--- src/rtl/mem_data_issue.sv ---
// MEM stage data-SRAM issue: accepts one EXE instruction, issues its load/store on the
// data bus, collects the response and hands the result to WB.
//
// state | meaning
// ------+-----------------------------------------------------------------
// EMPTY | no instruction held; ready to accept
// REQ   | data_req asserted, waiting for data_addr_ok
// WAIT  | address accepted, waiting for data_data_ok
// DONE  | result valid toward WB
// DRAIN | flushed after addr_ok; swallowing the orphan data_ok
module mem_data_issue (
    input  logic        clk,
    input  logic        rst,
    input  logic        exe_valid_in,
    output logic        mem_allowin_out,
    input  logic [31:0] exe_PC_in,
    input  logic [31:0] exe_addr_in,
    input  logic [31:0] exe_wdata_in,
    input  logic        exe_load_in,
    input  logic        exe_store_in,
    input  logic [1:0]  exe_size_in,
    input  logic [4:0]  exe_wnum_in,
    input  logic        exe_exception_in,
    output logic        data_req,
    output logic        data_wr,
    output logic [1:0]  data_size,
    output logic [31:0] data_addr,
    output logic [3:0]  data_wstrb,
    output logic [31:0] data_wdata,
    input  logic        data_addr_ok,
    input  logic        data_data_ok,
    input  logic [31:0] data_rdata,
    output logic        mem_valid_out,
    input  logic        wb_allowin_in,
    output logic [31:0] mem_PC_out,
    output logic [31:0] mem_dm_data_out,
    output logic [4:0]  mem_wnum_out,
    output logic [1:0]  mem_adrl_out,
    output logic        mem_exception_out,
    output logic [4:0]  mem_ExcCode_out,
    input  logic        wb_ClrStpJmp_in
);

    typedef enum logic [2:0] {
        S_EMPTY = 3'd0,
        S_REQ   = 3'd1,
        S_WAIT  = 3'd2,
        S_DONE  = 3'd3,
        S_DRAIN = 3'd4
    } state_t;

    state_t      state;
    logic [31:0] pc_r;
    logic [31:0] addr_r;
    logic [31:0] wdata_r;
    logic        load_r;
    logic        store_r;
    logic [1:0]  size_r;
    logic [4:0]  wnum_r;
    logic        exc_r;
    logic [4:0]  code_r;
    logic [31:0] dm_data_r;

    logic        flush;
    logic        accept;
    logic        exe_access;
    logic        exe_misalign;
    logic        exe_exc;
    logic [4:0]  exe_code;
    state_t      accept_state;

    assign flush = wb_ClrStpJmp_in;

    // A flush in DONE kills the held instruction, so nothing may enter behind it that cycle.
    assign mem_allowin_out = (state == S_EMPTY) ||
                             (state == S_DONE && wb_allowin_in && !flush);
    assign accept = exe_valid_in && mem_allowin_out;

    assign exe_access   = exe_load_in || exe_store_in;
    assign exe_misalign = (exe_size_in == 2'd1 && exe_addr_in[0]) ||
                          (exe_size_in == 2'd2 && exe_addr_in[1:0] != 2'b00);
    assign exe_exc      = exe_exception_in || (exe_access && exe_misalign);

    always_comb begin
        exe_code = 5'h00;
        if (!exe_exception_in && exe_access && exe_misalign)
            exe_code = exe_load_in ? 5'h04 : 5'h05;
    end

    assign accept_state = (exe_access && !exe_exc) ? S_REQ : S_DONE;

    always_ff @(posedge clk or posedge rst) begin
        if (rst) begin
            state     <= S_EMPTY;
            pc_r      <= '0;
            addr_r    <= '0;
            wdata_r   <= '0;
            load_r    <= 1'b0;
            store_r   <= 1'b0;
            size_r    <= '0;
            wnum_r    <= '0;
            exc_r     <= 1'b0;
            code_r    <= '0;
            dm_data_r <= '0;
        end else begin
            if (accept) begin
                pc_r    <= exe_PC_in;
                addr_r  <= exe_addr_in;
                wdata_r <= exe_wdata_in;
                load_r  <= exe_load_in;
                store_r <= exe_store_in;
                size_r  <= exe_size_in;
                wnum_r  <= exe_wnum_in;
                exc_r   <= exe_exc;
                code_r  <= exe_code;
            end
            case (state)
                S_EMPTY: begin
                    if (accept)
                        state <= accept_state;
                end
                S_REQ: begin
                    if (flush)
                        state <= data_addr_ok ? S_DRAIN : S_EMPTY;
                    else if (data_addr_ok)
                        state <= S_WAIT;
                end
                S_WAIT: begin
                    if (data_data_ok) begin
                        if (flush) begin
                            state <= S_EMPTY;
                        end else begin
                            if (load_r)
                                dm_data_r <= data_rdata;
                            state <= S_DONE;
                        end
                    end else if (flush) begin
                        state <= S_DRAIN;
                    end
                end
                S_DONE: begin
                    if (flush)
                        state <= S_EMPTY;
                    else if (wb_allowin_in)
                        state <= accept ? accept_state : S_EMPTY;
                end
                S_DRAIN: begin
                    if (data_data_ok)
                        state <= S_EMPTY;
                end
                default: state <= S_EMPTY;
            endcase
        end
    end

    // Lane replication and strobes follow from the latched access, so reset zeroes them too.
    always_comb begin
        data_wstrb = 4'b0000;
        data_wdata = wdata_r;
        case (size_r)
            2'd0: begin
                data_wdata = {4{wdata_r[7:0]}};
                if (store_r)
                    data_wstrb = 4'b0001 << addr_r[1:0];
            end
            2'd1: begin
                data_wdata = {2{wdata_r[15:0]}};
                if (store_r)
                    data_wstrb = addr_r[1] ? 4'b1100 : 4'b0011;
            end
            2'd2: begin
                if (store_r)
                    data_wstrb = 4'b1111;
            end
            default: begin
                data_wstrb = 4'b0000;
            end
        endcase
    end

    assign data_req          = (state == S_REQ);
    assign data_wr           = store_r;
    assign data_size         = size_r;
    assign data_addr         = addr_r;
    assign mem_valid_out     = (state == S_DONE);
    assign mem_PC_out        = pc_r;
    assign mem_dm_data_out   = dm_data_r;
    assign mem_wnum_out      = wnum_r;
    assign mem_adrl_out      = addr_r[1:0];
    assign mem_exception_out = exc_r;
    assign mem_ExcCode_out   = code_r;

endmodule

--- config.mk ---
export PLATFORM = sky130hd
export DESIGN_NAME = mem_data_issue
export DESIGN_NICKNAME = d
export VERILOG_FILES = /design/src/rtl/mem_data_issue.sv
export SDC_FILE = /design/constraint.sdc
export NUM_CORES = 1
export LEC_CHECK = 0
export ABC_CLOCK_PERIOD_IN_PS = 10200
export CORE_MARGIN = 8
export CORE_UTILIZATION = 45
export DETAILED_ROUTE_END_ITERATION = 8
export HOLD_SLACK_MARGIN = 0.1
export PLACE_DENSITY_LB_ADDON = 0.08
export SYNTH_ARGS = -nofsm -noshare
export SYNTH_HDL_FRONTEND = slang
export SYNTH_SLANG_ARGS = --single-unit
--- constraint.sdc ---
create_clock -name clk -period 10.2 [get_ports clk]
set_input_delay 1.53 -clock clk [delete_from_list [all_inputs] [get_ports clk]]
set_output_delay 1.53 -clock clk [all_outputs]
set_load 0.1 [all_outputs]
==> qor.csv, run 1 <==
stage;metric;value;unit
synthesis;Mapped Area;6370;µm²
synthesis;unique cell type count in the Yosys netlist;32;
finish;share of layout cells above drive strength 1;21.6;%
global_route;vias in the first global route;4959;
route;Via-to-Cell Ratio;4.97;
sta;Worst slew margin;27.5;%
global_route;first-pass GRT wire length;27900;µm
synthesis;Yosys top cell area share;56.2;%
finish;Nets;843;
setup_path;Worst R2R Setup Slack;7140;ps
hold_path;worst min-delay path endpoint;mem_ExcCode_out[2]$_DFFE_PP0N_;
setup_path;CP endpoint kind;output port;
route;number of DRC markers in iteration 0;149;
global_route;met2 usage;34.0;%
global_route;grt met1 use;21.4;%
sta;Slew @ Worst Pin;1080;ps
route;post-route ant nets;0;
synthesis;synthesis-stage register bit count;143;
clock_network;number of CTS-inserted buffers;17;
clock_network;Clock Sinks;143;
placed_design;RePlAce Congestion;0.747;
placed_design;HPWL after detailed placement;13600;µm
sta;RSZ-0062 raised after global routing;false;
floorplanning;total core area;13900;µm²
setup_path;critical path's slowest cell;clkdlybuf4s50_1;
setup_path;WS Path Type;in -> out;
synthesis;Post-synth EDFFs;0;
clock_network;worst skew pair latency;410;ps
synthesis;Commonest cells post-synth;dfrtp_1, mux2_4, mux2_2, mux2_1, nand2_1;
setup_path;critical path startpoint category;primary input;
floorplanning;I/O pin count;296;
floorplanning;Starting Density;45.9;%
setup_path;R2R depth;4;
route;DRT Pass-1 Iters;4;
synthesis;Mapped Cells;418;
sta;Sum Neg Setup Slack;0;ps
setup_path;Most common cell on crit path;clkdlybuf4s50_1;
global_route;GRT busiest layer;met2;
sta;final slew viol count;0;
route;Total Wirelength;18100;µm
sta;final setup vio count;0;
synthesis;dominant cells by area after synthesis;dfrtp_1, mux2_4, mux2_2, mux2_1, buf_6;
sta;Clock Skews;5.78;ps
floorplanning;Site Rows;43;
hold_path;Hold Path Cell Cnt;2;
synthesis;most common cell in the netlist;dfrtp_1;
global_route;routing usage on met3;7.58;%
route;detailed-route via count;4422;
sta;Hold Fails Final Rpt;0;
floorplanning;Die W;135;µm
run;Max Cap Viol;0;
synthesis;Post-Syn Area per Cell;15.2;µm²
setup_path;CP cell instances;clkdlybuf4s50_1 > nand4b_1 > a21oi_1 > clkdlybuf4s50_1;
synthesis;FFs w/ async S/R, synth;100;%
clock_network;clock transition at the registers of the reported paths;50;ps
synthesis;Synth Warn #;0;
clock_network;Post-CTS Resized;0;
outcome;outcome;complete, no violations;
synthesis;Synth area leader;dfrtp_1;
clock_network;H-tree depth;4;
sta;final critical-path required period;5180;ps
clock_network;deepest clock path buffer count;2;
route;DRC viols;0;
hold_path;Hold Startpoint;mem_ExcCode_out[2]$_DFFE_PP0N_;
setup_path;worst reg2reg path startpoint;state[0]$_DFFE_PP0P_;
finish;Area Overhead vs Synth;54.8;%
global_route;GRT Util Overall;19.9;%
sta;fin crit share;50.8;%
placed_design;Port Buf Inserts;292;
setup_path;Crit Reg-Reg Endpoint;wdata_r[31]$_DFFE_PP0N_;
setup_path;Critical Path AT;3650;ps
setup_path;worst endpoint required time;8670;ps
hold_path;min-delay worst type;reg -> reg;
clock_network;CTS tree;built;
clock_network;Root Driver;clkbuf_16;
synthesis;Seq/Total Area, Yosys;56.2;%
sta;WHS;484;ps
synthesis;Primary FF master, synth;dfrtp_1;
floorplanning;Die Height;135;µm
floorplanning;die area;18200;µm²
sta;achievable frequency;193;MHz
finish;Util after Layout;71.0;%
global_route;antenna violations before repair;1;
global_route;largest net degree at the start of global routing;83;
setup_path;CP max stage delay;1160;ps
route;wire per inst;20.4;µm
clock_network;Post-CTS Setup Bufs;0;
setup_path;Crit Path Max Fanout;5;
global_route;global route total overflow;0;
clock_network;Hold-fix buffers, CTS;0;
[through the flow]
step / cell area [µm²] / instances / setup slack [ps]
final: 9860 / 889 / 5020
after global routing: 9860 / 888 / 4960
after CTS: 9860 / 887 / 5030
after detailed placement: 9290 / 859 / 5040
after global placement: 9290 / 859 / 5060
after floorplan: 6380 / 420 / 4830
[routing by layer]
layer	share of wire, %	up-vias
li1	-	2015
met1	37	2200
met2	52	181
met3	8.8	26
met4	2.4	0
met5	0	-
[critical path: cells and delay by family]
family,cells,cell delay (ps)
AOI/OAI and AO/OA,1,190
buffers and inverters,2,1630
and+or+nand+nor,1,290
[cell families after synthesis]
family	count (synthesis)	synth area share (%)
AO/OA/AOI/OAI	28	2.51
buffers and inverters	41	4.52
flip-flops	143	56.2
multiplexers	163	33.5
other	1	0.0589
AND/OR/NAND/NOR	42	3.20
[state kept, by name, summed over array words and instances (netlist names)]
signal and cells:
wdata_r 32, data_wr 1, data_size 2, mem_wnum_out 5, mem_ExcCode_out 2, mem_dm_data_out 32
mem_exception_out 1, mem_PC_out 32, data_addr 32, load_r 1, state 3
[how the worst max path moves through the flow]
stage / start / end / cells past startpoint
2_1_floorplan: rst / data_addr[0]$_DFFE_PP0N_ / 1
3_3_place_gp: wb_ClrStpJmp_in / mem_allowin_out / 4
3_5_place_dp: wb_ClrStpJmp_in / mem_allowin_out / 4
4_1_cts: wb_ClrStpJmp_in / mem_allowin_out / 4
5_1_grt: wb_ClrStpJmp_in / mem_allowin_out / 4
6_report: wb_ClrStpJmp_in / mem_allowin_out / 4
[layout make-up]
class,instances,area (µm²)
timing repair buffer,295,2950
multi-input combinational,236,2520
inverter,5,23.8
antenna,2,5.00
fill,997,4020
clock buffer,20,447
clock inverter,8,118
sequential,143,3580
tap,180,225
[placed cells by master, fill, tap and decap left out, types with 4 or more instances in the layout]
cell type	n
mux2_2	39
clkinv_2	4
nand2_1	19
mux2_1	31
mux2_4	83
o21ai_0	12
a21oi_1	6
clkdlybuf4s50_1	292
nand3_1	4
inv_1	4
clkbuf_16	17
dfrtp_1	143
nor2_1	6
mux2i_1	10
Power of run 1 is not shown: default switching activity piles up to over one toggle a cycle in this logic, so the estimate is an artifact.
==> inputs of run 2 (changes only) <==
Settings changed: ABC_CLOCK_PERIOD_IN_PS 10200 to 4600, CORE_UTILIZATION 45 to 38.
Clock period 10.2 ns to 4.6 ns, I/O delays scaled along.
==> run 2 against run 1 <==
Compared with the run above:
- critical path depth down 1
- design area up 1.3%
- register-to-register slack worse by 5100 ps
- flip-flop and latch count unchanged
- critical path type is now reg -> out
- clock skew down 0.82 ps
- hold slack better by 1.3 ps
- count of clock-buffer cells in the layout up 1
- cell count up 4.9%
- highest routed layer unchanged
- utilization down 10 points
- sequential share of layout area down 0.45 points
- non-clock buffer count up 2
==> qor.csv, run 2 (synthesis gave the netlist of run 1 again) <==
stage;metric;value;unit;change
global_route;largest net degree at the start of global routing;104;;+25%
route;wire per inst;19.5;µm;-4.1%
floorplanning;Die W;145;µm;+7.8%
sta;RSZ-0062 raised after global routing;false;;
global_route;grt met1 use;19.4;%;-1.9 points
setup_path;worst reg2reg path startpoint;state[0]$_DFFE_PP0P_;;
setup_path;WS Path Type;reg -> out;;
finish;Area Overhead vs Synth;56.8;%;
route;detailed-route via count;4354;;-1.5%
finish;commonest non-fill, non-tap cell in the layout;clkdlybuf4s50_1;;
floorplanning;total core area;16500;µm²;+19%
placed_design;Cells after DPL;901;;+4.9%
sta;final slew viol count;0;;unchanged
global_route;routing usage on met3;7.15;%;-0.43 points
setup_path;CP endpoint kind;output port;;
hold_path;Hold Startpoint;mem_dm_data_out[22]$_DFFE_PP0P_;;
setup_path;CP max stage delay;1160;ps;about the same
sta;final setup vio count;0;;unchanged
placed_design;RePlAce Congestion;0.806;;+7.9%
setup_path;CP cell instances;inv_1 > a21oi_1 > clkdlybuf4s50_1;;
setup_path;Worst R2R Setup Slack;1990;ps;-5150 ps
setup_path;Crit Path Max Fanout;30;;+25
hold_path;min-delay worst type;reg -> reg;;
route;DRT Pass-1 Iters;4;;unchanged
sta;fin crit share;80.0;%;
route;post-route ant nets;0;;unchanged
floorplanning;Site Rows;47;;+9.3%
clock_network;H-tree depth;4;;unchanged
clock_network;number of CTS-inserted buffers;17;;unchanged
route;Total Wirelength;18200;µm;+0.67%
sta;Worst slew margin;28.4;%;+0.91 points
placed_design;HPWL after detailed placement;13600;µm;+0.23%
global_route;GRT busiest layer;met2;;
global_route;vias in the first global route;4934;;-0.50%
finish;most frequent cells in the layout;clkdlybuf4s50_1, dfrtp_1, mux2_4;;
finish;FILL cells;1289;;+29%
setup_path;critical path's slowest cell;clkdlybuf4s50_1;;
finish;Nets;845;;+0.24%
finish;share of layout cells above drive strength 1;23.3;%;+1.7 points
setup_path;critical path startpoint category;register;;
clock_network;worst skew pair latency;410;ps;about the same
route;number of DRC markers in iteration 0;115;;-23%
global_route;global route total overflow;0;;unchanged
floorplanning;Starting Density;38.7;%;-7.2 points
route;Via-to-Cell Ratio;4.67;;-6.2%
sta;achievable frequency;272;MHz;
sta;Hold Fails Final Rpt;0;;unchanged
sta;Clock Skews;4.96;ps;-0.825 ps
global_route;GRT Util Overall;17.3;%;-2.6 points
setup_path;worst setup path start;data_size[1]$_DFFE_PP0N_;;
finish;non-filler cells, final;933;;+4.9%
clock_network;CTS tree;built;;
setup_path;R2R depth;4;;unchanged
global_route;met2 usage;28.8;%;-5.2 points
clock_network;deepest clock path buffer count;2;;unchanged
clock_network;Post-CTS Setup Bufs;0;;unchanged
outcome;outcome;complete, no violations;;
clock_network;Hold-fix buffers, CTS;0;;unchanged
floorplanning;Die Height;145;µm;+7.8%
clock_network;Clock Sinks;143;;unchanged
setup_path;worst endpoint required time;3910;ps;-4760 ps
sta;final critical-path required period;3680;ps;
sta;Slew @ Worst Pin;1070;ps;-10.2 ps
setup_path;crit path capture;data_wstrb[1];;
global_route;first-pass GRT wire length;28800;µm;+3.2%
clock_network;Root Driver;clkbuf_16;;
setup_path;Critical Path AT;2990;ps;-660 ps
sta;Sum Neg Setup Slack;0;ps;unchanged
floorplanning;die area;21200;µm²;+16%
route;DRC viols;0;;unchanged
clock_network;clock transition at the registers of the reported paths;60;ps;about the same
placed_design;Port Buf Inserts;292;;unchanged
setup_path;Crit Reg-Reg Endpoint;wdata_r[26]$_DFFE_PP0N_;;
floorplanning;I/O pin count;296;;unchanged
clock_network;Post-CTS Resized;0;;unchanged
run;Max Cap Viol;0;;unchanged
global_route;antenna violations before repair;1;;unchanged
==> run 2: worst min-delay path by stage <==
stage / to / depth (start not counted)
3_5_place_dp: mem_dm_data_out[25]$_DFFE_PP0P_ / 1
6_report: mem_dm_data_out[22]$_DFFE_PP0P_ / 1
4_1_cts: mem_dm_data_out[25]$_DFFE_PP0P_ / 1
3_3_place_gp: mem_ExcCode_out[0]$_DFFE_PP0N_ / 2
2_1_floorplan: wdata_r[16]$_DFFE_PP0N_ / 1
5_1_grt: mem_dm_data_out[25]$_DFFE_PP0P_ / 1
==> run 2: area by class of cell <==
| class | instances | area, µm² | share of cell area (%) |
|---|---|---|---|
| multi-input combinational | 236 | 2520 | 25.2 |
| clock inverter | 10 | 186 | 1.87 |
| clock buffer | 21 | 450 | 4.51 |
| timing repair buffer | 297 | 2950 | 29.5 |
| inverter | 5 | 23.8 | 0.238 |
| tap | 220 | 275 | 2.76 |
| antenna | 1 | 2.50 | 0.0251 |
| sequential | 143 | 3580 | 35.8 |
==> run 2: metrics by stage <==
step                      instance area (µm²)  util, %  worst slack (ps)  hold WS (ps)
final                                    9990     60.6               920           485
after global routing                     9990     60.6               695           512
after CTS                                9980     60.6               924           494
after detailed placement                 9350     56.8              1320           481
after global placement                   9350     56.8              1380           470
after floorplan                          6380        -              72.1           476
==> run 2: critical path: cells and delay by family (launching register included) <==
kind | cells | cell delay (ps)
AOI/OAI and AO/OA | 1 | 180
DFF | 1 | 1050
buffers and inverters | 2 | 1340
==> run 2: routing by layer <==
metal  wire (µm)  vias up
met4         356        0
li1            -     2016
met2        9040      179
met3        1570       22
met5           0        -
met1        7260     2137
Power of run 2 is left out for the same reason.
==> inputs of run 3 (changes only) <==
Settings changed: ABC_CLOCK_PERIOD_IN_PS 4600 to 3850, CORE_UTILIZATION 38 to 42.
Clock period 4.6 ns to 3.85 ns, I/O delays scaled along.
==> run 3 against run 2 <==
Compared with the run above:
- critical path type unchanged
- critical path depth unchanged
- sequential share of layout area grew 0.18 points
- flip-flop and latch count stayed put
- hold slack improved by 2.1 ps
- global-route usage rose by 1.8 points
- via count grew 1.7%
- non-clock buffer count is 2 higher
- count of clock-buffer cells in the layout fell by 2
- register-to-register slack got worse by 590 ps
- first-iteration DRC count is 66% higher
- die area fell by 8.5%
==> qor.csv, run 3 (synthesis gave the netlist of run 1 again) <==
stage;metric;value;unit;change
global_route;vias in the first global route;5043;;+2.2%
global_route;GRT Util Overall;19.1;%;+1.8 points
setup_path;worst setup path start;data_size[0]$_DFFE_PP0N_;;
sta;Slew @ Worst Pin;1060;ps;-14.7 ps
placed_design;RePlAce Congestion;0.766;;-5.0%
setup_path;worst endpoint required time;3270;ps;-640 ps
sta;Hold Fails Final Rpt;0;;unchanged
clock_network;worst skew pair latency;410;ps;about the same
clock_network;H-tree depth;4;;unchanged
sta;fin crit share;80.1;%;
placed_design;Port Buf Inserts;292;;unchanged
floorplanning;Site Rows;45;;-4.3%
clock_network;deepest clock path buffer count;2;;unchanged
clock_network;Post-CTS Resized;0;;unchanged
setup_path;Worst R2R Setup Slack;1400;ps;-590 ps
route;post-route ant nets;0;;unchanged
setup_path;Critical Path AT;2500;ps;-490 ps
global_route;first-pass GRT wire length;28500;µm;-0.89%
sta;achievable frequency;324;MHz;
sta;RSZ-0062 raised after global routing;false;;
sta;Worst slew margin;29.2;%;+0.76 points
finish;most frequent cells in the layout;clkdlybuf4s50_1, dfrtp_1, mux2_4;;
floorplanning;total core area;15000;µm²;-8.7%
clock_network;CTS tree;built;;
finish;Nets;847;;+0.24%
clock_network;Root Driver;clkbuf_16;;
clock_network;number of CTS-inserted buffers;17;;unchanged
setup_path;WS Path Type;reg -> out;;
route;wire per inst;20.2;µm;+3.6%
sta;Clock Skews;8.43;ps;+3.47 ps
clock_network;Post-CTS Setup Bufs;0;;unchanged
floorplanning;I/O pin count;296;;unchanged
setup_path;CP endpoint kind;output port;;
run;Max Cap Viol;0;;unchanged
setup_path;CP max stage delay;770;ps;-390 ps
setup_path;Crit Path Max Fanout;15;;-50%
finish;commonest non-fill, non-tap cell in the layout;clkdlybuf4s50_1;;
outcome;outcome;complete, no violations;;
setup_path;critical path's slowest cell;nor2_1;;
hold_path;min-delay worst type;reg -> reg;;
route;DRT Pass-1 Iters;4;;unchanged
finish;share of layout cells above drive strength 1;26.9;%;+3.6 points
floorplanning;Starting Density;42.4;%;+3.7 points
sta;final setup vio count;0;;unchanged
route;DRC viols;0;;unchanged
floorplanning;Die W;139;µm;-4.3%
floorplanning;die area;19400;µm²;-8.5%
clock_network;Hold-fix buffers, CTS;0;;unchanged
sta;Sum Neg Setup Slack;0;ps;unchanged
setup_path;crit path capture;data_wdata[10];;
placed_design;HPWL after detailed placement;13500;µm;-1.0%
global_route;global route total overflow;0;;unchanged
route;detailed-route via count;4429;;+1.7%
route;Total Wirelength;18300;µm;+0.19%
finish;# diodes;0;;-1
sta;final slew viol count;0;;unchanged
clock_network;clock transition at the registers of the reported paths;60;ps;about the same
setup_path;Crit Reg-Reg Endpoint;mem_PC_out[26]$_DFFE_PP0N_;;
global_route;antenna violations before repair;0;;-1
setup_path;R2R depth;4;;unchanged
route;number of DRC markers in iteration 0;191;;+66%
route;Via-to-Cell Ratio;4.91;;+5.2%
clock_network;Clock Sinks;143;;unchanged
setup_path;CP cell instances;nor2_1 > mux2_2 > buf_4;;
global_route;largest net degree at the start of global routing;144;;+38%
finish;Area Overhead vs Synth;56.0;%;
floorplanning;Die Height;139;µm;-4.3%
setup_path;worst reg2reg path startpoint;state[0]$_DFFE_PP0P_;;
setup_path;critical path startpoint category;register;;
sta;final critical-path required period;3080;ps;
run 3: stage by stage:
step                      worst slack, ps  util [%]  area (µm²)  std cells  hold WS (ps)
after floorplan                      24.0         -        6380        420           476
after global placement                925      61.7        9280        871           467
after detailed placement              850      61.7        9280        871           474
after CTS                             744      66.1        9940        902           492
after global routing                  646      66.1        9940        902           506
final                                 768      66.1        9940        902           487
run 3: layer usage:
metal / global-route usage, % / vias up / wire (µm)
li1: - / 2025 / -
met1: 20.8 / 2212 / 7070
met2: 32.1 / 179 / 9250
met3: 9.64 / 13 / 1780
met4: 5.37 / 0 / 155
met5: 0 / - / 0
run 3: worst max-delay path: cells and delay by family, from the launching register on:
family | cells | cell delay (ps)
DFF | 1 | 650
muxes | 1 | 430
buffers and inverters | 1 | 240
and+or+nand+nor | 1 | 770
run 3: final cells by class:
class                           instances  area, µm²
Fill cell                            1122       5100
Sequential cell                       143       3580
Timing Repair Buffer                  299       2920
Multi-Input combinational cell        236       2520
Clock buffer                           19        443
Tap cell                              188        235
Clock inverter                         12        215
Inverter                                5       22.5
run 3: worst min-delay path by stage:
| stage | from | end | slack, ps | depth (start not counted) |
|---|---|---|---|---|
| after detailed placement | mem_ExcCode_out[0]$_DFFE_PP0N_ | mem_ExcCode_out[0]$_DFFE_PP0N_ | 470 | 2 |
| after global routing | mem_ExcCode_out[0]$_DFFE_PP0N_ | mem_ExcCode_out[0]$_DFFE_PP0N_ | 510 | 2 |
| final | mem_ExcCode_out[0]$_DFFE_PP0N_ | mem_ExcCode_out[0]$_DFFE_PP0N_ | 490 | 2 |
| after CTS | mem_ExcCode_out[0]$_DFFE_PP0N_ | mem_ExcCode_out[0]$_DFFE_PP0N_ | 490 | 2 |
| after floorplan | wdata_r[16]$_DFFE_PP0N_ | wdata_r[16]$_DFFE_PP0N_ | 480 | 1 |
| after global placement | mem_ExcCode_out[0]$_DFFE_PP0N_ | mem_ExcCode_out[0]$_DFFE_PP0N_ | 470 | 2 |
Power of run 3 is left out for the same reason.
